[src/rtl/eeg_oram_pkg.sv]
// Shared configuration, slot payload types and address-split helpers for the ORAM bank router.
package eeg_oram_pkg;

    localparam int unsigned ORAM_NUM_DW = 4;
    localparam int unsigned OMUX_NUM_DW = 4;
    localparam int unsigned OMUX_NUM_AW = $clog2(OMUX_NUM_DW);
    localparam int unsigned ORAM_ADD_AW = 12;
    localparam int unsigned OMUX_ADD_AW = 10;
    localparam int unsigned ORAM_DAT_DW = 4;
    localparam int unsigned TAG_DEPTH   = 4;
    localparam int unsigned CNT_AW      = $clog2(TAG_DEPTH + 1);

    typedef logic [OMUX_NUM_AW-1:0] bank_t;
    typedef logic [OMUX_ADD_AW-1:0] ladd_t;
    typedef logic [ORAM_DAT_DW-1:0] dat_t;

    // Write slot payload.
    typedef struct packed {
        logic  vld;
        logic  lst;
        bank_t bank;
        ladd_t add;
        dat_t  dat;
    } slot_t;

    // Read-address slot payload; it carries no data.
    typedef struct packed {
        logic  vld;
        logic  lst;
        bank_t bank;
        ladd_t add;
    } rd_slot_t;

    // Bank index taken from the top address bits.
    function automatic bank_t bank_of(input logic [ORAM_ADD_AW-1:0] addr);
        return addr[ORAM_ADD_AW-1 -: OMUX_NUM_AW];
    endfunction

    // Bank-local address taken from the low address bits.
    function automatic ladd_t local_of(input logic [ORAM_ADD_AW-1:0] addr);
        return addr[OMUX_ADD_AW-1:0];
    endfunction

endpackage

[src/rtl/eeg_oram_bank_router_if.sv]
// Upstream channel streams and per-bank streams of the ORAM bank router.
interface eeg_oram_bank_router_if;
    import eeg_oram_pkg::*;

    logic [ORAM_NUM_DW-1:0]                  MUX_MTOO_DAT_VLD;
    logic [ORAM_NUM_DW-1:0]                  MUX_MTOO_DAT_LST;
    logic [ORAM_NUM_DW-1:0]                  MUX_MTOO_DAT_RDY;
    logic [ORAM_NUM_DW-1:0][ORAM_ADD_AW-1:0] MUX_MTOO_DAT_ADD;
    logic [ORAM_NUM_DW-1:0][ORAM_DAT_DW-1:0] MUX_MTOO_DAT_DAT;
    logic [ORAM_NUM_DW-1:0]                  MUX_MTOO_ADD_VLD;
    logic [ORAM_NUM_DW-1:0]                  MUX_MTOO_ADD_LST;
    logic [ORAM_NUM_DW-1:0]                  MUX_MTOO_ADD_RDY;
    logic [ORAM_NUM_DW-1:0][ORAM_ADD_AW-1:0] MUX_MTOO_ADD_ADD;
    logic [ORAM_NUM_DW-1:0]                  MUX_OTOM_DAT_VLD;
    logic [ORAM_NUM_DW-1:0]                  MUX_OTOM_DAT_LST;
    logic [ORAM_NUM_DW-1:0]                  MUX_OTOM_DAT_RDY;
    logic [ORAM_NUM_DW-1:0][ORAM_DAT_DW-1:0] MUX_OTOM_DAT_DAT;

    logic [ORAM_NUM_DW-1:0][OMUX_NUM_DW-1:0]                  DMX_MTOO_DAT_VLD;
    logic [ORAM_NUM_DW-1:0][OMUX_NUM_DW-1:0]                  DMX_MTOO_DAT_LST;
    logic [ORAM_NUM_DW-1:0][OMUX_NUM_DW-1:0]                  DMX_MTOO_DAT_RDY;
    logic [ORAM_NUM_DW-1:0][OMUX_NUM_DW-1:0][OMUX_ADD_AW-1:0] DMX_MTOO_DAT_ADD;
    logic [ORAM_NUM_DW-1:0][OMUX_NUM_DW-1:0][ORAM_DAT_DW-1:0] DMX_MTOO_DAT_DAT;
    logic [ORAM_NUM_DW-1:0][OMUX_NUM_DW-1:0]                  DMX_MTOO_ADD_VLD;
    logic [ORAM_NUM_DW-1:0][OMUX_NUM_DW-1:0]                  DMX_MTOO_ADD_LST;
    logic [ORAM_NUM_DW-1:0][OMUX_NUM_DW-1:0]                  DMX_MTOO_ADD_RDY;
    logic [ORAM_NUM_DW-1:0][OMUX_NUM_DW-1:0][OMUX_ADD_AW-1:0] DMX_MTOO_ADD_ADD;
    logic [ORAM_NUM_DW-1:0][OMUX_NUM_DW-1:0]                  DMX_OTOM_DAT_VLD;
    logic [ORAM_NUM_DW-1:0][OMUX_NUM_DW-1:0]                  DMX_OTOM_DAT_LST;
    logic [ORAM_NUM_DW-1:0][OMUX_NUM_DW-1:0]                  DMX_OTOM_DAT_RDY;
    logic [ORAM_NUM_DW-1:0][OMUX_NUM_DW-1:0][ORAM_DAT_DW-1:0] DMX_OTOM_DAT_DAT;

    // Router view.
    modport slave (
        input  MUX_MTOO_DAT_VLD, MUX_MTOO_DAT_LST, MUX_MTOO_DAT_ADD, MUX_MTOO_DAT_DAT,
        output MUX_MTOO_DAT_RDY,
        input  MUX_MTOO_ADD_VLD, MUX_MTOO_ADD_LST, MUX_MTOO_ADD_ADD,
        output MUX_MTOO_ADD_RDY,
        output MUX_OTOM_DAT_VLD, MUX_OTOM_DAT_LST, MUX_OTOM_DAT_DAT,
        input  MUX_OTOM_DAT_RDY,
        output DMX_MTOO_DAT_VLD, DMX_MTOO_DAT_LST, DMX_MTOO_DAT_ADD, DMX_MTOO_DAT_DAT,
        input  DMX_MTOO_DAT_RDY,
        output DMX_MTOO_ADD_VLD, DMX_MTOO_ADD_LST, DMX_MTOO_ADD_ADD,
        input  DMX_MTOO_ADD_RDY,
        input  DMX_OTOM_DAT_VLD, DMX_OTOM_DAT_LST, DMX_OTOM_DAT_DAT,
        output DMX_OTOM_DAT_RDY
    );

    // Environment view: upstream requester plus the banks.
    modport master (
        output MUX_MTOO_DAT_VLD, MUX_MTOO_DAT_LST, MUX_MTOO_DAT_ADD, MUX_MTOO_DAT_DAT,
        input  MUX_MTOO_DAT_RDY,
        output MUX_MTOO_ADD_VLD, MUX_MTOO_ADD_LST, MUX_MTOO_ADD_ADD,
        input  MUX_MTOO_ADD_RDY,
        input  MUX_OTOM_DAT_VLD, MUX_OTOM_DAT_LST, MUX_OTOM_DAT_DAT,
        output MUX_OTOM_DAT_RDY,
        input  DMX_MTOO_DAT_VLD, DMX_MTOO_DAT_LST, DMX_MTOO_DAT_ADD, DMX_MTOO_DAT_DAT,
        output DMX_MTOO_DAT_RDY,
        input  DMX_MTOO_ADD_VLD, DMX_MTOO_ADD_LST, DMX_MTOO_ADD_ADD,
        output DMX_MTOO_ADD_RDY,
        output DMX_OTOM_DAT_VLD, DMX_OTOM_DAT_LST, DMX_OTOM_DAT_DAT,
        input  DMX_OTOM_DAT_RDY
    );

endinterface

[src/rtl/eeg_oram_tag_fifo.sv]
// Per-channel FIFO of bank tags for outstanding reads; gives the order in which returns are merged.
module eeg_oram_tag_fifo #(
    parameter int unsigned DEPTH = 4,
    parameter int unsigned W     = 2,
    parameter int unsigned CW    = 3
) (
    input  logic          clk,
    input  logic          rst,
    input  logic          push,
    input  logic [W-1:0]  din,
    input  logic          pop,
    output logic [W-1:0]  head,
    output logic          ne,
    output logic [CW-1:0] count
);

    localparam int unsigned PW = (DEPTH > 1) ? $clog2(DEPTH) : 1;

    logic [W-1:0]  mem [DEPTH];
    logic [PW-1:0] wr_ptr;
    logic [PW-1:0] rd_ptr;
    logic [CW-1:0] cnt_q;
    logic          do_push;
    logic          do_pop;

    function automatic logic [PW-1:0] ptr_next(input logic [PW-1:0] p);
        return (p == PW'(DEPTH - 1)) ? '0 : p + PW'(1);
    endfunction

    assign do_push = push & (cnt_q < CW'(DEPTH));
    assign do_pop  = pop & (cnt_q != '0);
    assign head    = mem[rd_ptr];
    assign ne      = (cnt_q != '0);
    assign count   = cnt_q;

    // Storage, pointers and occupancy count.
    always_ff @(posedge clk or posedge rst) begin
        if (rst) begin
            for (int k = 0; k < DEPTH; k++) begin
                mem[k] <= '0;
            end
            wr_ptr <= '0;
            rd_ptr <= '0;
            cnt_q  <= '0;
        end else begin
            if (do_push) begin
                mem[wr_ptr] <= din;
                wr_ptr      <= ptr_next(wr_ptr);
            end
            if (do_pop) begin
                rd_ptr <= ptr_next(rd_ptr);
            end
            case ({do_push, do_pop})
                2'b10:   cnt_q <= cnt_q + CW'(1);
                2'b01:   cnt_q <= cnt_q - CW'(1);
                default: cnt_q <= cnt_q;
            endcase
        end
    end

endmodule

[src/rtl/eeg_oram_bank_router.sv]
// Steers per-channel write and read-address streams to banks through one-deep
// registers and merges read returns back in request order via a bank-tag FIFO.
module eeg_oram_bank_router
    import eeg_oram_pkg::*;
(
    input  logic                                clk,
    input  logic                                rst,
    eeg_oram_bank_router_if.slave               bus,
    output logic [ORAM_NUM_DW-1:0][CNT_AW-1:0]  OUTSTANDING,
    output logic [ORAM_NUM_DW-1:0]              ERR
);

    for (genvar ch = 0; ch < ORAM_NUM_DW; ch++) begin : g_ch
        slot_t         wr_q;
        rd_slot_t      rd_q;
        logic          wr_rdy;
        logic          rd_rdy;
        logic          push;
        logic          pop;
        logic          ne;
        logic          ret_vld;
        logic          err_q;
        bank_t         head;
        logic [CNT_AW-1:0] cnt;

        // Write slot: accept when empty or when its current beat drains this cycle.
        assign wr_rdy = ~wr_q.vld | bus.DMX_MTOO_DAT_RDY[ch][wr_q.bank];
        assign bus.MUX_MTOO_DAT_RDY[ch] = wr_rdy;

        // Write slot register.
        always_ff @(posedge clk or posedge rst) begin
            if (rst) begin
                wr_q <= '0;
            end else if (bus.MUX_MTOO_DAT_VLD[ch] && wr_rdy) begin
                wr_q.vld  <= 1'b1;
                wr_q.lst  <= bus.MUX_MTOO_DAT_LST[ch];
                wr_q.bank <= bank_of(bus.MUX_MTOO_DAT_ADD[ch]);
                wr_q.add  <= local_of(bus.MUX_MTOO_DAT_ADD[ch]);
                wr_q.dat  <= bus.MUX_MTOO_DAT_DAT[ch];
            end else if (wr_q.vld && bus.DMX_MTOO_DAT_RDY[ch][wr_q.bank]) begin
                wr_q.vld <= 1'b0;
            end
        end

        assign bus.DMX_MTOO_DAT_VLD[ch] = wr_q.vld ? (OMUX_NUM_DW'(1) << wr_q.bank) : '0;

        // Read-address slot: also throttled by free tag space, never by a same-cycle pop.
        assign rd_rdy = (~rd_q.vld | bus.DMX_MTOO_ADD_RDY[ch][rd_q.bank]) & (cnt < CNT_AW'(TAG_DEPTH));
        assign bus.MUX_MTOO_ADD_RDY[ch] = rd_rdy;
        assign push = bus.MUX_MTOO_ADD_VLD[ch] & rd_rdy;

        // Read-address slot register.
        always_ff @(posedge clk or posedge rst) begin
            if (rst) begin
                rd_q <= '0;
            end else if (push) begin
                rd_q.vld  <= 1'b1;
                rd_q.lst  <= bus.MUX_MTOO_ADD_LST[ch];
                rd_q.bank <= bank_of(bus.MUX_MTOO_ADD_ADD[ch]);
                rd_q.add  <= local_of(bus.MUX_MTOO_ADD_ADD[ch]);
            end else if (rd_q.vld && bus.DMX_MTOO_ADD_RDY[ch][rd_q.bank]) begin
                rd_q.vld <= 1'b0;
            end
        end

        assign bus.DMX_MTOO_ADD_VLD[ch] = rd_q.vld ? (OMUX_NUM_DW'(1) << rd_q.bank) : '0;

        // Payload fields are broadcast; only the selected bank sees VLD.
        for (genvar b = 0; b < OMUX_NUM_DW; b++) begin : g_bank
            assign bus.DMX_MTOO_DAT_LST[ch][b] = wr_q.lst;
            assign bus.DMX_MTOO_DAT_ADD[ch][b] = wr_q.add;
            assign bus.DMX_MTOO_DAT_DAT[ch][b] = wr_q.dat;
            assign bus.DMX_MTOO_ADD_LST[ch][b] = rd_q.lst;
            assign bus.DMX_MTOO_ADD_ADD[ch][b] = rd_q.add;
        end

        eeg_oram_tag_fifo #(
            .DEPTH (TAG_DEPTH),
            .W     (OMUX_NUM_AW),
            .CW    (CNT_AW)
        ) u_tag_fifo (
            .clk   (clk),
            .rst   (rst),
            .push  (push),
            .din   (bank_of(bus.MUX_MTOO_ADD_ADD[ch])),
            .pop   (pop),
            .head  (head),
            .ne    (ne),
            .count (cnt)
        );

        // Return merge: only the bank at the FIFO head may hand a beat upstream.
        assign ret_vld = ne & bus.DMX_OTOM_DAT_VLD[ch][head];
        assign pop     = ret_vld & bus.MUX_OTOM_DAT_RDY[ch];
        assign bus.MUX_OTOM_DAT_VLD[ch] = ret_vld;
        assign bus.MUX_OTOM_DAT_LST[ch] = bus.DMX_OTOM_DAT_LST[ch][head];
        assign bus.MUX_OTOM_DAT_DAT[ch] = bus.DMX_OTOM_DAT_DAT[ch][head];
        assign bus.DMX_OTOM_DAT_RDY[ch] = (ne & bus.MUX_OTOM_DAT_RDY[ch]) ?
                                          (OMUX_NUM_DW'(1) << head) : '0;

        // Sticky flag for a bank return arriving with no read outstanding.
        always_ff @(posedge clk or posedge rst) begin
            if (rst) begin
                err_q <= 1'b0;
            end else if (!ne && (bus.DMX_OTOM_DAT_VLD[ch] != '0)) begin
                err_q <= 1'b1;
            end
        end

        assign ERR[ch]         = err_q;
        assign OUTSTANDING[ch] = cnt;
    end

endmodule

[src/flat_wrapper.sv]
// flat-port wrapper written by rule: the top's interface ports become plain ports
module eeg_oram_bank_router_flat import eeg_oram_pkg::*;
  (clk, rst, OUTSTANDING, ERR, bus_MUX_MTOO_DAT_VLD, bus_MUX_MTOO_DAT_LST, bus_MUX_MTOO_DAT_ADD, bus_MUX_MTOO_DAT_DAT, bus_MUX_MTOO_DAT_RDY, bus_MUX_MTOO_ADD_VLD, bus_MUX_MTOO_ADD_LST, bus_MUX_MTOO_ADD_ADD, bus_MUX_MTOO_ADD_RDY, bus_MUX_OTOM_DAT_VLD, bus_MUX_OTOM_DAT_LST, bus_MUX_OTOM_DAT_DAT, bus_MUX_OTOM_DAT_RDY, bus_DMX_MTOO_DAT_VLD, bus_DMX_MTOO_DAT_LST, bus_DMX_MTOO_DAT_ADD, bus_DMX_MTOO_DAT_DAT, bus_DMX_MTOO_DAT_RDY, bus_DMX_MTOO_ADD_VLD, bus_DMX_MTOO_ADD_LST, bus_DMX_MTOO_ADD_ADD, bus_DMX_MTOO_ADD_RDY, bus_DMX_OTOM_DAT_VLD, bus_DMX_OTOM_DAT_LST, bus_DMX_OTOM_DAT_DAT, bus_DMX_OTOM_DAT_RDY);
  eeg_oram_bank_router_if bus_i ();
  input  logic clk;
  input  logic rst;
  output logic [ORAM_NUM_DW-1:0][CNT_AW-1:0] OUTSTANDING;
  output logic [ORAM_NUM_DW-1:0] ERR;
  input wire logic [$bits(bus_i.MUX_MTOO_DAT_VLD)-1:0] bus_MUX_MTOO_DAT_VLD;
  input wire logic [$bits(bus_i.MUX_MTOO_DAT_LST)-1:0] bus_MUX_MTOO_DAT_LST;
  input wire logic [$bits(bus_i.MUX_MTOO_DAT_ADD)-1:0] bus_MUX_MTOO_DAT_ADD;
  input wire logic [$bits(bus_i.MUX_MTOO_DAT_DAT)-1:0] bus_MUX_MTOO_DAT_DAT;
  output wire logic [$bits(bus_i.MUX_MTOO_DAT_RDY)-1:0] bus_MUX_MTOO_DAT_RDY;
  input wire logic [$bits(bus_i.MUX_MTOO_ADD_VLD)-1:0] bus_MUX_MTOO_ADD_VLD;
  input wire logic [$bits(bus_i.MUX_MTOO_ADD_LST)-1:0] bus_MUX_MTOO_ADD_LST;
  input wire logic [$bits(bus_i.MUX_MTOO_ADD_ADD)-1:0] bus_MUX_MTOO_ADD_ADD;
  output wire logic [$bits(bus_i.MUX_MTOO_ADD_RDY)-1:0] bus_MUX_MTOO_ADD_RDY;
  output wire logic [$bits(bus_i.MUX_OTOM_DAT_VLD)-1:0] bus_MUX_OTOM_DAT_VLD;
  output wire logic [$bits(bus_i.MUX_OTOM_DAT_LST)-1:0] bus_MUX_OTOM_DAT_LST;
  output wire logic [$bits(bus_i.MUX_OTOM_DAT_DAT)-1:0] bus_MUX_OTOM_DAT_DAT;
  input wire logic [$bits(bus_i.MUX_OTOM_DAT_RDY)-1:0] bus_MUX_OTOM_DAT_RDY;
  output wire logic [$bits(bus_i.DMX_MTOO_DAT_VLD)-1:0] bus_DMX_MTOO_DAT_VLD;
  output wire logic [$bits(bus_i.DMX_MTOO_DAT_LST)-1:0] bus_DMX_MTOO_DAT_LST;
  output wire logic [$bits(bus_i.DMX_MTOO_DAT_ADD)-1:0] bus_DMX_MTOO_DAT_ADD;
  output wire logic [$bits(bus_i.DMX_MTOO_DAT_DAT)-1:0] bus_DMX_MTOO_DAT_DAT;
  input wire logic [$bits(bus_i.DMX_MTOO_DAT_RDY)-1:0] bus_DMX_MTOO_DAT_RDY;
  output wire logic [$bits(bus_i.DMX_MTOO_ADD_VLD)-1:0] bus_DMX_MTOO_ADD_VLD;
  output wire logic [$bits(bus_i.DMX_MTOO_ADD_LST)-1:0] bus_DMX_MTOO_ADD_LST;
  output wire logic [$bits(bus_i.DMX_MTOO_ADD_ADD)-1:0] bus_DMX_MTOO_ADD_ADD;
  input wire logic [$bits(bus_i.DMX_MTOO_ADD_RDY)-1:0] bus_DMX_MTOO_ADD_RDY;
  input wire logic [$bits(bus_i.DMX_OTOM_DAT_VLD)-1:0] bus_DMX_OTOM_DAT_VLD;
  input wire logic [$bits(bus_i.DMX_OTOM_DAT_LST)-1:0] bus_DMX_OTOM_DAT_LST;
  input wire logic [$bits(bus_i.DMX_OTOM_DAT_DAT)-1:0] bus_DMX_OTOM_DAT_DAT;
  output wire logic [$bits(bus_i.DMX_OTOM_DAT_RDY)-1:0] bus_DMX_OTOM_DAT_RDY;
  assign bus_i.MUX_MTOO_DAT_VLD = bus_MUX_MTOO_DAT_VLD;
  assign bus_i.MUX_MTOO_DAT_LST = bus_MUX_MTOO_DAT_LST;
  assign bus_i.MUX_MTOO_DAT_ADD = bus_MUX_MTOO_DAT_ADD;
  assign bus_i.MUX_MTOO_DAT_DAT = bus_MUX_MTOO_DAT_DAT;
  assign bus_MUX_MTOO_DAT_RDY = bus_i.MUX_MTOO_DAT_RDY;
  assign bus_i.MUX_MTOO_ADD_VLD = bus_MUX_MTOO_ADD_VLD;
  assign bus_i.MUX_MTOO_ADD_LST = bus_MUX_MTOO_ADD_LST;
  assign bus_i.MUX_MTOO_ADD_ADD = bus_MUX_MTOO_ADD_ADD;
  assign bus_MUX_MTOO_ADD_RDY = bus_i.MUX_MTOO_ADD_RDY;
  assign bus_MUX_OTOM_DAT_VLD = bus_i.MUX_OTOM_DAT_VLD;
  assign bus_MUX_OTOM_DAT_LST = bus_i.MUX_OTOM_DAT_LST;
  assign bus_MUX_OTOM_DAT_DAT = bus_i.MUX_OTOM_DAT_DAT;
  assign bus_i.MUX_OTOM_DAT_RDY = bus_MUX_OTOM_DAT_RDY;
  assign bus_DMX_MTOO_DAT_VLD = bus_i.DMX_MTOO_DAT_VLD;
  assign bus_DMX_MTOO_DAT_LST = bus_i.DMX_MTOO_DAT_LST;
  assign bus_DMX_MTOO_DAT_ADD = bus_i.DMX_MTOO_DAT_ADD;
  assign bus_DMX_MTOO_DAT_DAT = bus_i.DMX_MTOO_DAT_DAT;
  assign bus_i.DMX_MTOO_DAT_RDY = bus_DMX_MTOO_DAT_RDY;
  assign bus_DMX_MTOO_ADD_VLD = bus_i.DMX_MTOO_ADD_VLD;
  assign bus_DMX_MTOO_ADD_LST = bus_i.DMX_MTOO_ADD_LST;
  assign bus_DMX_MTOO_ADD_ADD = bus_i.DMX_MTOO_ADD_ADD;
  assign bus_i.DMX_MTOO_ADD_RDY = bus_DMX_MTOO_ADD_RDY;
  assign bus_i.DMX_OTOM_DAT_VLD = bus_DMX_OTOM_DAT_VLD;
  assign bus_i.DMX_OTOM_DAT_LST = bus_DMX_OTOM_DAT_LST;
  assign bus_i.DMX_OTOM_DAT_DAT = bus_DMX_OTOM_DAT_DAT;
  assign bus_DMX_OTOM_DAT_RDY = bus_i.DMX_OTOM_DAT_RDY;
  eeg_oram_bank_router u_core (.clk(clk), .rst(rst), .bus(bus_i), .OUTSTANDING(OUTSTANDING), .ERR(ERR));
endmodule
[config.mk]
export PLATFORM = sky130hd
export DESIGN_NAME = eeg_oram_bank_router_flat
export DESIGN_NICKNAME = d
export VERILOG_FILES = /design/src/rtl/eeg_oram_pkg.sv /design/src/rtl/eeg_oram_bank_router_if.sv /design/src/rtl/eeg_oram_tag_fifo.sv /design/src/rtl/eeg_oram_bank_router.sv /design/src/flat_wrapper.sv
export SDC_FILE = /design/constraint.sdc
export NUM_CORES = 1
export LEC_CHECK = 0
export CORE_AREA = 2 2 298 300
export DETAILED_ROUTE_END_ITERATION = 10
export DIE_AREA = 0 0 300 302
export PLACE_DENSITY = 0.43
export SYNTH_ARGS = -nofsm -noshare
export SYNTH_HDL_FRONTEND = slang
export SYNTH_SLANG_ARGS = --single-unit
[constraint.sdc]
create_clock -name clk -period 9.6 [get_ports clk]
set_input_delay 2.4 -clock clk [delete_from_list [all_inputs] [get_ports clk]]
set_output_delay 2.4 -clock clk [all_outputs]
set_load 0.02 [all_outputs]
==> impl_results.md, run 1 <==
* Status: completed
* Share of flip-flops with an asynchronous set or reset at 100%
* Internal at 3980 µW
* CP max-delay cell: clkdlybuf4s50_1
* Final wirelength at 43.5 mm
* Relative slew margins at 44.5%
* Final instance area at 19000 µm²
* Setup TNS at 0 ns
* FF-to-FF Start: u_core.g_ch[1].rd_q[10]
* Post-Syn Instances at 1200
* Delay-heaviest family, CP: buffers and inverters
* Reg2Reg Depth at 11
* CTS tree: done
* WS Path Type: primary input to output port
* Clock power frac at 10.1%
* Grt total ovfl at 0
* Critical path required time at 7.20 ns
* Multi-input gate area in the final layout at 4200 µm²
* Fin crit share at 69.2%
* Worst Path Arrival at 4.24 ns
* Hold_buf cts at 0
* Maximum clock path buffer count at 2
* Skew final at 0.0151 ns
* Post-synthesis register bit count at 192
* Main area contributors after synthesis: dfrtp_1 (38%), buf_4 (26%), mux2_2 (9.4%), mux4_2 (5.8%), nand2_1 (5.7%)
* Power per standard cell area at 384 nW/µm²
* Row Count at 109
* Slowest cell delay on critical path at 0.62 ns
* Final Wtd Congestion at 0.843
* Skew-Pair Late Insertion Delay at 0.47 ns
* Min cycle time layout at 6.64 ns
* CTS root buf: clkbuf_16
* Worst reg2reg endpoint: u_core.g_ch[1].u_tag_fifo.count[2]
* Hold WS at 0.480 ns
* Largest net degree at the start of global routing at 79
* Starting Density at 14.3%
* Post-synth EDFFs at 0
* Detail Placement HPWL at 35.3 mm
* Wire length per cell at 16.0 µm
* Antenna-violating nets left at 0
* Type of origin of the critical path: primary input
* # resized after CTS at 0
* Final Hold Viols at 0
* Nets at 1834
* Sequential Area at 4800 µm²
* Primary FF master, synth: dfrtp_1
* Total track usage at 9.17%
* IO Port Bufs at 773
* Area leader, netlist: dfrtp_1
* Buf/Inv on CP at 2
* # Post-CTS Setup Buffers at 0
* Synth Net Count at 1490
* Sw frac at 45.3%
* HP Start: u_core.g_ch[0].err_q
* Final Power at 7280 µW
* Initial antenna violation count at 3
* Crit path top cell by count: clkdlybuf4s50_1
* Fin. max-slew vios at 0
* Fmax at 151 MHz
* Final std cells w/o fill at 2723
* Combinational share of power at 66.7%
* First-pass GRT wire length at 61.5 mm
* Max VDD drop at 165 µV
* Vias per cell at 3.32
* Yosys top cell area share at 38.3%
* Sequential share of power at 23.2%
* P&R area growth vs syn at 51.3%
* Vias in the first global route at 9161
* Inserted Clock Buffers at 17
* Critical path origin: bus_MUX_OTOM_DAT_RDY[2]
* Fillers at 9482
* Leakage at 0.00760 µW
* Post-route DRC at 0
* Max H-tree Level at 4
* Seq/Total Area, Yosys at 38.3%
* Die width at 300 µm
* Via count at 9043
* DRT Pass-1 Iters at 4
* Vert. Die Dim at 302 µm
* Clock sink count at 192
* IO Pins at 774
* Mapped Area at 12500 µm²
* Yosys warnings at 0
* CP Capture Type: output port
* Unrepaired setup endpoints after global routing: no
* Sw power at 3300 µW
* Crit path cell chain: clkdlybuf4s50_1 -> nor2b_1 -> nand2b_1 -> nor2_1 -> clkdlybuf4s50_1
* Share of layout cells above drive strength 1 at 12.1%
* Die Area at 90600 µm²
* Slew @ Worst Pin at 0.832 ns
* Hold Crit Class: flop to flop
* CORE AREA at 87600 µm²
* End point of the critical path: bus_DMX_OTOM_DAT_RDY[8]
* CP max FO at 3
* Area after DPL at 18400 µm²
* Post-placement cell count at 2690
* Worst-path clk slew at 0.08 ns
* Number of max-cap violations at 0
* Syn avg cell area at 10.4 µm²
* Reg-to-reg slack, setup at 6.09 ns
* First DRT Iteration DRCs at 311
* Setup violators final at 0
* WP depth at 5
* Synth unique cells at 37
power by group through the flow:
| stage | clock, µW | combinational (µW) | sequential [µW] |
|---|---|---|---|
| final | 738 | 4850 | 1690 |
| after global routing | 813 | 5140 | 1770 |
| after CTS | 785 | 4930 | 1710 |
| after detailed placement | 0 | 4910 | 1720 |
| after global placement | 0 | 4900 | 1690 |
| after floorplan | 0 | 3680 | 1530 |
cell families after synthesis:
kind of cell / Yosys count / share of synthesized area, %
adder cells (fa/ha/maj): 28 / 3.04
AO/OA/AOI/OAI: 24 / 1.13
flip-flops: 192 / 38.3
XOR/XNOR: 12 / 0.839
AND/OR/NAND/NOR: 289 / 10.2
multiplexers: 166 / 18.3
buffers and inverters: 489 / 28.1
flip-flops by register name, summed over array words and instances (netlist names):
signal / count
u_core.bus.DMX_MTOO_ADD_ADD: 40
u_core.bus.DMX_MTOO_ADD_LST: 4
u_core.bus.DMX_MTOO_DAT_ADD: 40
u_core.bus.DMX_MTOO_DAT_DAT: 16
u_core.bus.DMX_MTOO_DAT_LST: 4
u_core.g_ch.err_q: 4
u_core.g_ch.rd_q: 12
u_core.g_ch.u_tag_fifo.count: 12
u_core.g_ch.u_tag_fifo.mem: 32
u_core.g_ch.u_tag_fifo.rd_ptr: 8
u_core.g_ch.u_tag_fifo.wr_ptr: 8
u_core.g_ch.wr_q: 12
how the worst min path moves through the flow:
| stage | end | slack [ns] | cells after the start |
|---|---|---|---|
| floorplan | u_core.g_ch[0].err_q | 0.43 | 1 |
| global placement | u_core.g_ch[0].err_q | 0.45 | 1 |
| detailed placement | u_core.g_ch[0].err_q | 0.48 | 1 |
| CTS | u_core.g_ch[0].err_q | 0.49 | 1 |
| global route | u_core.g_ch[0].err_q | 0.50 | 1 |
| finish | u_core.g_ch[0].err_q | 0.48 | 1 |
per-stage QoR:
| step | util [%] | setup slack [ns] |
|---|---|---|
| floorplan | - | 1.97 |
| global placement | 21.0 | 2.91 |
| detailed placement | 21.0 | 2.95 |
| CTS | 21.6 | 2.93 |
| global route | 21.6 | 2.90 |
| finish | 21.7 | 2.96 |
placed cells by master (no fill, tap or decap), types with 6 or more instances in the layout:
cell,n
mux2_4,6
mux2_2,105
mux4_2,32
xnor2_1,8
inv_6,6
mux2i_1,15
clkbuf_16,17
nor2_1,33
nor3b_1,8
buf_4,6
and3_1,8
ha_1,24
nand2_1,191
nand2b_1,11
clkdlybuf4s50_1,773
o21ai_0,15
nor3_1,9
dfrtp_1,192
inv_1,33
cells in the mapped netlist, types with 4 or more instances:
cell type  instances
nand2b_1          11
nor3b_1            8
nand2_1          191
ha_1              24
and2_1             4
fa_1               4
or3_1              4
mux2i_1           15
buf_6              6
nand2_2            4
dfrtp_1          192
mux4_1             4
mux2_2           105
o21ai_0           15
buf_2             16
mux2_4             6
xor2_1             4
nor3_1             9
and3b_1            4
o21a_1             4
xnor2_1            8
mux2_1             4
nor2_1            33
and3_1             8
inv_1             34
buf_4            432
mux4_2            32
area by class of cell:
cell class / instances / share of cell area, %
repair buffers: 779 / 41.1
well taps: 1165 / 7.69
clock buffers: 20 / 2.36
clock inverters: 11 / 0.627
diodes: 2 / 0.0264
multi-input cells: 519 / 22.2
inverters: 35 / 0.733
flip-flops and latches: 192 / 25.3
layer usage:
layer	vias to the layer above	wire length, µm	GRT usage (%)
met1	4453	17300	10.8
met4	4	708	3.08
li1	4176	-	-
met5	-	18	0
met2	373	22600	16.3
met3	37	2750	2.27
No activity file was read; power rests on OpenSTA's default activity.
==> run 2: changes to the inputs <==
==> constraint.sdc (replaced) <==
create_clock -name clk -period 6.45 [get_ports clk]
set_input_delay 1.6125 -clock clk [delete_from_list [all_inputs] [get_ports clk]]
set_output_delay 1.6125 -clock clk [all_outputs]
set_load 0.02 [all_outputs]
==> run 2 against run 1 <==
Worst hold slack worse by 0.018 ns. Final area increased by 0.22%. Sequential power grew 49%. Non-clock buffer count increased by 1. Setup slack got worse by 1.5 ns. Die area unchanged. Highest routed layer is now met4. Clock power is 53% higher. Via count shrank 1.1%. Count of clock-buffer cells in the layout fell by 1. Critical path depth is the same.
==> impl_results.md, run 2 (same netlist as run 1, synthesis figures left out) <==
* Status: completed (unchanged)
* Buf/Inv on CP at 2 (unchanged)
* CTS root buf: clkbuf_16 (unchanged)
* CP Capture Type: output port (unchanged)
* HP Start: u_core.g_ch[2].err_q (was u_core.g_ch[0].err_q)
* Most common cell after layout, fill and taps aside: clkdlybuf4s50_1 (unchanged)
* Nets at 1835 (was 1834)
* Share of layout cells above drive strength 1 at 12.3% (was 12.1%)
* Clock sink count at 192 (unchanged)
* FF-to-FF Start: u_core.g_ch[2].rd_q[10] (was u_core.g_ch[1].rd_q[10])
* Antenna diodes at 0 (was 2)
* Vert. Die Dim at 302 µm (unchanged)
* Post-Place Setup Slack at 1.38 ns (was 2.95 ns)
* Slew @ Worst Pin at 0.791 ns (was 0.832 ns)
* # Post-CTS Setup Buffers at 0 (unchanged)
* Slowest cell delay on critical path at 0.67 ns (was 0.62 ns)
* Type of origin of the critical path: primary input (unchanged)
* Crit path top cell by count: clkdlybuf4s50_1 (unchanged)
* Total track usage at 8.62% (was 9.17%)
* Via count at 8940 (was 9043)
* CP max-delay cell: clkdlybuf4s50_1 (unchanged)
* Vias per cell at 3.28 (was 3.32)
* Maximum clock path buffer count at 2 (unchanged)
* Fin. max-slew vios at 0 (unchanged)
* Worst-path clk slew at 0.07 ns (was 0.08 ns)
* Unrepaired setup endpoints after global routing: no (unchanged)
* Final wirelength at 41.1 mm (was 43.5 mm)
* Crit path cell chain: clkdlybuf4s50_1 -> nor2b_1 -> nand2b_1 -> nor2_1 -> clkdlybuf4s50_1 (unchanged)
* Relative slew margins at 47.3% (was 44.5%)
* Hold_buf cts at 0 (unchanged)
* Fillers at 9451 (was 9482)
* Delay-heaviest family, CP: buffers and inverters (unchanged)
* First DRT Iteration DRCs at 230 (was 311)
* Die Area at 90600 µm² (unchanged)
* Most frequent cells in the layout: clkdlybuf4s50_1 (773), dfrtp_1 (192), nand2_1 (191) (unchanged)
* Max VDD drop at 226 µV (was 165 µV)
* Setup slack after layout at 1.44 ns (was 2.96 ns)
* Leakage at 0.00761 µW (was 0.00760 µW)
* Max H-tree Level at 4 (unchanged)
* Row Count at 109 (unchanged)
* Starting Density at 14.3% (unchanged)
* Reg2Reg Depth at 10 (was 11)
* Min cycle time layout at 5.01 ns
* Reg-to-reg slack, setup at 3.08 ns (was 6.09 ns)
* Fmax at 200 MHz
* Worst Path Arrival at 3.40 ns (was 4.24 ns)
* Wire length per cell at 15.1 µm (was 16.0 µm)
* Final Wtd Congestion at 0.854 (was 0.843)
* Setup violators final at 0 (unchanged)
* Number of max-cap violations at 0 (unchanged)
* Fin crit share at 77.7%
* Inserted Clock Buffers at 17 (unchanged)
* Antenna-violating nets left at 0 (unchanged)
* CORE AREA at 87600 µm² (unchanged)
* Initial antenna violation count at 0 (was 3)
* Critical path required time at 4.84 ns (was 7.20 ns)
* IO Port Bufs at 773 (unchanged)
* First-pass GRT wire length at 58.8 mm (was 61.5 mm)
* Vias in the first global route at 9135 (was 9161)
* WS Path Type: primary input to output port (unchanged)
* CP max FO at 3 (unchanged)
* Final Hold Viols at 0 (unchanged)
* Die width at 300 µm (unchanged)
* Hold Crit Class: flop to flop (unchanged)
* Post-route DRC at 0 (unchanged)
* Worst Hold End: u_core.g_ch[2].err_q (was u_core.g_ch[0].err_q)
* Power per standard cell area at 569 nW/µm² (was 384 nW/µm²)
* Skew-Pair Late Insertion Delay at 0.47 ns (about the same)
* Setup TNS at 0 ns (unchanged)
* Grt total ovfl at 0 (unchanged)
* Critical path origin: bus_MUX_OTOM_DAT_RDY[1] (was bus_MUX_OTOM_DAT_RDY[2])
* IO Pins at 774 (unchanged)
* # resized after CTS at 0 (unchanged)
* P&R area growth vs syn at 51.6% (was 51.3%)
* Detail Placement HPWL at 32.9 mm (was 35.3 mm)
* Skew final at 0.0106 ns (was 0.0151 ns)
* CTS tree: done (unchanged)
* Worst reg2reg endpoint: u_core.g_ch[2].u_tag_fifo.count[2] (was u_core.g_ch[1].u_tag_fifo.count[2])
* DRT Pass-1 Iters at 4 (unchanged)
* Largest net degree at the start of global routing at 108 (was 79)
* WHS Path Cells at 1 (unchanged)
## run 2: metrics by stage
stage               util [%]  cells  hold WS, ns  cell area [µm²]  total power, µW
detailed placement      21.0   2691        0.448            18400             9800
global placement        21.0   2691        0.444            18400             9750
CTS                     21.7   2723        0.465            19000            11000
floorplan                  -   1200        0.429            12500             7760
global route            21.7   2723        0.493            19000            11500
finish                  21.7   2723        0.462            19000            10800
## run 2: worst max path at each step
stage	end	slack (ns)	cells after the start
after global placement	bus_DMX_OTOM_DAT_RDY[5]	1.36	5
after detailed placement	bus_DMX_OTOM_DAT_RDY[5]	1.38	5
after global routing	bus_DMX_OTOM_DAT_RDY[5]	1.36	5
after floorplan	u_core.bus.DMX_MTOO_ADD_ADD[0]	2.36	1
final	bus_DMX_OTOM_DAT_RDY[5]	1.44	5
after CTS	bus_DMX_OTOM_DAT_RDY[5]	1.38	5
## run 2: power breakdown
group | switching [µW] | internal [µW]
Sequential | 765 | 1750
Clock | 561 | 570
Combinational | 3540 | 3620
## run 2: per-layer routing
layer  vias to the layer above  global-route usage, %  part of all wire, %
met3                        21                   2.36                  5.9
met4                         0                   2.36                  1.3
met5                         -                      0                    0
li1                       4164                      -                    -
met1                      4381                   9.47                   39
met2                       374                   16.2                   54
## run 2: worst reg2reg max path, cell delays in order, from the launching register on
cell and delay [ns]:
dfrtp_1 0.47, mux4_2 0.55, o21a_1 0.21, and2_1 0.42, inv_1 0.56, ha_1 0.29, inv_1 0.06, fa_1 0.37
xor2_1 0.15, nor2_1 0.11, xnor2_1 0.12
## run 2: layout make-up
type / instances / area (µm²) / share of cell area (%)
Clock buffer: 19 / 453 / 2.38
Tap cell: 1165 / 1460 / 7.67
Multi-Input combinational cell: 519 / 4200 / 22.1
Clock inverter: 13 / 143 / 0.751
Timing Repair Buffer: 780 / 7800 / 41.1
Sequential cell: 192 / 4800 / 25.3
Inverter: 35 / 135 / 0.711
==> run 3: changes to the inputs <==
==> constraint.sdc (replaced) <==
create_clock -name clk -period 4.65 [get_ports clk]
set_input_delay 1.1625 -clock clk [delete_from_list [all_inputs] [get_ports clk]]
set_output_delay 1.1625 -clock clk [all_outputs]
set_load 0.02 [all_outputs]
==> run 3 against run 2 <==
Critical endpoint is now bus_MUX_OTOM_DAT_VLD[3]. Routed wire length fell by 0.81%. Largest cell class unchanged. Highest routed layer unchanged. Clock skew rose by 0.0026 ns. Worst hold slack got worse by 0.0017 ns. Setup slack got worse by 0.97 ns. Global-route usage barely moved.
==> impl_results.md, run 3 (same netlist as run 1, synthesis figures left out) <==
* First-pass GRT wire length at 58.8 mm (about the same)
* Clock power frac at 9.9% (was 10.5%)
* Maximum clock path buffer count at 2 (unchanged)
* Number of max-cap violations at 0 (unchanged)
* Sw power at 6680 µW (was 4860 µW)
* Hold Crit Class: flop to flop (unchanged)
* Status: completed (unchanged)
* DRT Pass-1 Iters at 4 (unchanged)
* Nets at 1840 (was 1835)
* Min cycle time layout at 4.18 ns
* Wire length per cell at 14.9 µm (was 15.1 µm)
* Fin crit share at 90.0%
* Worst-path clk slew at 0.07 ns (about the same)
* Slowest cell delay on critical path at 0.83 ns (was 0.67 ns)
* Leakage at 0.00761 µW (about the same)
* Vert. Die Dim at 302 µm (unchanged)
* Grt total ovfl at 0 (unchanged)
* CTS tree: done (unchanged)
* Final Power at 14900 µW (was 10800 µW)
* Total track usage at 8.63% (was 8.62%)
* Skew final at 0.0132 ns (was 0.0106 ns)
* CTS root buf: clkbuf_16 (unchanged)
* Fin. max-slew vios at 0 (unchanged)
* First DRT Iteration DRCs at 247 (was 230)
* WS Path Type: flop to output port (was primary input to output port)
* Post-route DRC at 0 (unchanged)
* Skew-Pair Late Insertion Delay at 0.47 ns (about the same)
* Setup violators final at 0 (unchanged)
* Share of layout cells above drive strength 1 at 12.4% (was 12.3%)
* Clock sink count at 192 (unchanged)
* Slew @ Worst Pin at 0.899 ns (was 0.791 ns)
* Largest net degree at the start of global routing at 79 (was 108)
* Final core occ at 21.7% (about the same)
* CP max FO at 8 (was 3)
* Initial antenna violation count at 1 (was 0)
* Final Hold Viols at 0 (unchanged)
* Multi-input gate area in the final layout at 4200 µm² (unchanged)
* CP Capture Type: output port (unchanged)
* Sequential Area at 4800 µm² (unchanged)
* Max H-tree Level at 4 (unchanged)
* Inserted Clock Buffers at 17 (unchanged)
* Starting Density at 14.3% (unchanged)
* Unrepaired setup endpoints after global routing: no (unchanged)
* Type of origin of the critical path: flop (was primary input)
* Combinational share of power at 66.7% (was 66.2%)
* Internal at 8220 µW (was 5940 µW)
* Max VDD drop at 322 µV (was 226 µV)
* Via count at 8986 (was 8940)
* Sw frac at 44.8% (was 45.0%)
* IO Port Bufs at 773 (unchanged)
* Buf/Inv on CP at 2 (unchanged)
* Setup slack after layout at 0.465 ns (was 1.44 ns)
* CP max-delay cell: mux4_1 (was clkdlybuf4s50_1)
* Worst Path Arrival at 3.02 ns (was 3.40 ns)
* Vias per cell at 3.30 (was 3.28)
* Vias in the first global route at 9177 (was 9135)
* Die width at 300 µm (unchanged)
* Relative slew margins at 39.9% (was 47.3%)
* Most common cell after layout, fill and taps aside: clkdlybuf4s50_1 (unchanged)
* P&R area growth vs syn at 51.7% (was 51.6%)
* Hold_buf cts at 0 (unchanged)
* Setup TNS at 0 ns (unchanged)
* Delay-heaviest family, CP: multiplexers (was buffers and inverters)
* IO Pins at 774 (unchanged)
* Crit path cell chain: mux4_1 -> inv_2 -> mux2_4 -> a31oi_1 -> clkdlybuf4s50_1 (was clkdlybuf4s50_1 -> nor2b_1 -> nand2b_1 -> nor2_1 -> clkdlybuf4s50_1)
* Post-Place Setup Slack at 0.498 ns (was 1.38 ns)
* Fillers at 9475 (was 9451)
* # Post-CTS Setup Buffers at 0 (unchanged)
* Antenna-violating nets left at 0 (unchanged)
* CORE AREA at 87600 µm² (unchanged)
* Final wirelength at 40.7 mm (was 41.1 mm)
* Final Wtd Congestion at 0.843 (was 0.854)
* Most frequent cells in the layout: clkdlybuf4s50_1 (773), dfrtp_1 (192), nand2_1 (191) (unchanged)
* # resized after CTS at 0 (unchanged)
* Detail Placement HPWL at 32.8 mm (was 32.9 mm)
* Row Count at 109 (unchanged)
* Fmax at 239 MHz
* Critical path required time at 3.49 ns (was 4.84 ns)
* Die Area at 90600 µm² (unchanged)
* Sequential share of power at 23.3% (about the same)
* Power per standard cell area at 784 nW/µm² (was 569 nW/µm²)
## run 3: path summary, 6_finish.rpt
| check | to | cells after the start | slack, ns | start |
|---|---|---|---|---|
| max in group asynchronous | u_core.g_ch[1].rd_q[13] | 3 | 2.45 | rst |
| min in group asynchronous | u_core.bus.DMX_MTOO_ADD_ADD[80] | 2 | 1.21 | rst |
| hold / removal | u_core.g_ch[2].err_q | 1 | 0.46 | u_core.g_ch[2].err_q |
| setup reg to reg | u_core.g_ch[3].u_tag_fifo.count[2] | 11 | 1.49 | u_core.g_ch[3].u_tag_fifo.rd_ptr[0] |
| setup / recovery | bus_MUX_OTOM_DAT_VLD[3] | 5 | 0.47 | u_core.g_ch[3].u_tag_fifo.rd_ptr[0] |
| hold reg to reg | u_core.g_ch[2].err_q | 1 | 0.46 | u_core.g_ch[2].err_q |
## run 3: final cells by class
cell class | instances | share of cell area [%]
well taps | 1165 | 7.67
repair buffers | 785 | 41.3
flip-flops and latches | 192 | 25.3
inverters | 35 | 0.711
diodes | 1 | 0.0132
multi-input cells | 519 | 22.1
clock buffers | 20 | 2.35
clock inverters | 10 | 0.540
## run 3: metal layers
metal	wire length (µm)	vias to the layer above	GRT usage [%]
met2	22000	381	16.0
met3	2420	30	2.24
li1	-	4182	-
met5	0	-	0
met1	15700	4393	9.56
met4	644	0	2.70
## run 3: power groups by stage
stage | logic [µW] | registers [µW] | clock network (µW)
after CTS | 10100 | 3520 | 1600
after global routing | 10500 | 3640 | 1660
after global placement | 10100 | 3490 | 0
after floorplan | 7600 | 3160 | 0
final | 9940 | 3480 | 1480
after detailed placement | 10100 | 3530 | 0
## run 3: per-stage QoR
step	cell area (µm²)	instances	hold WS (ns)
after floorplan	12500	1200	0.429
after global placement	18500	2696	0.446
after detailed placement	18500	2696	0.447
after CTS	19000	2726	0.465
after global routing	19000	2727	0.482
final	19000	2727	0.461
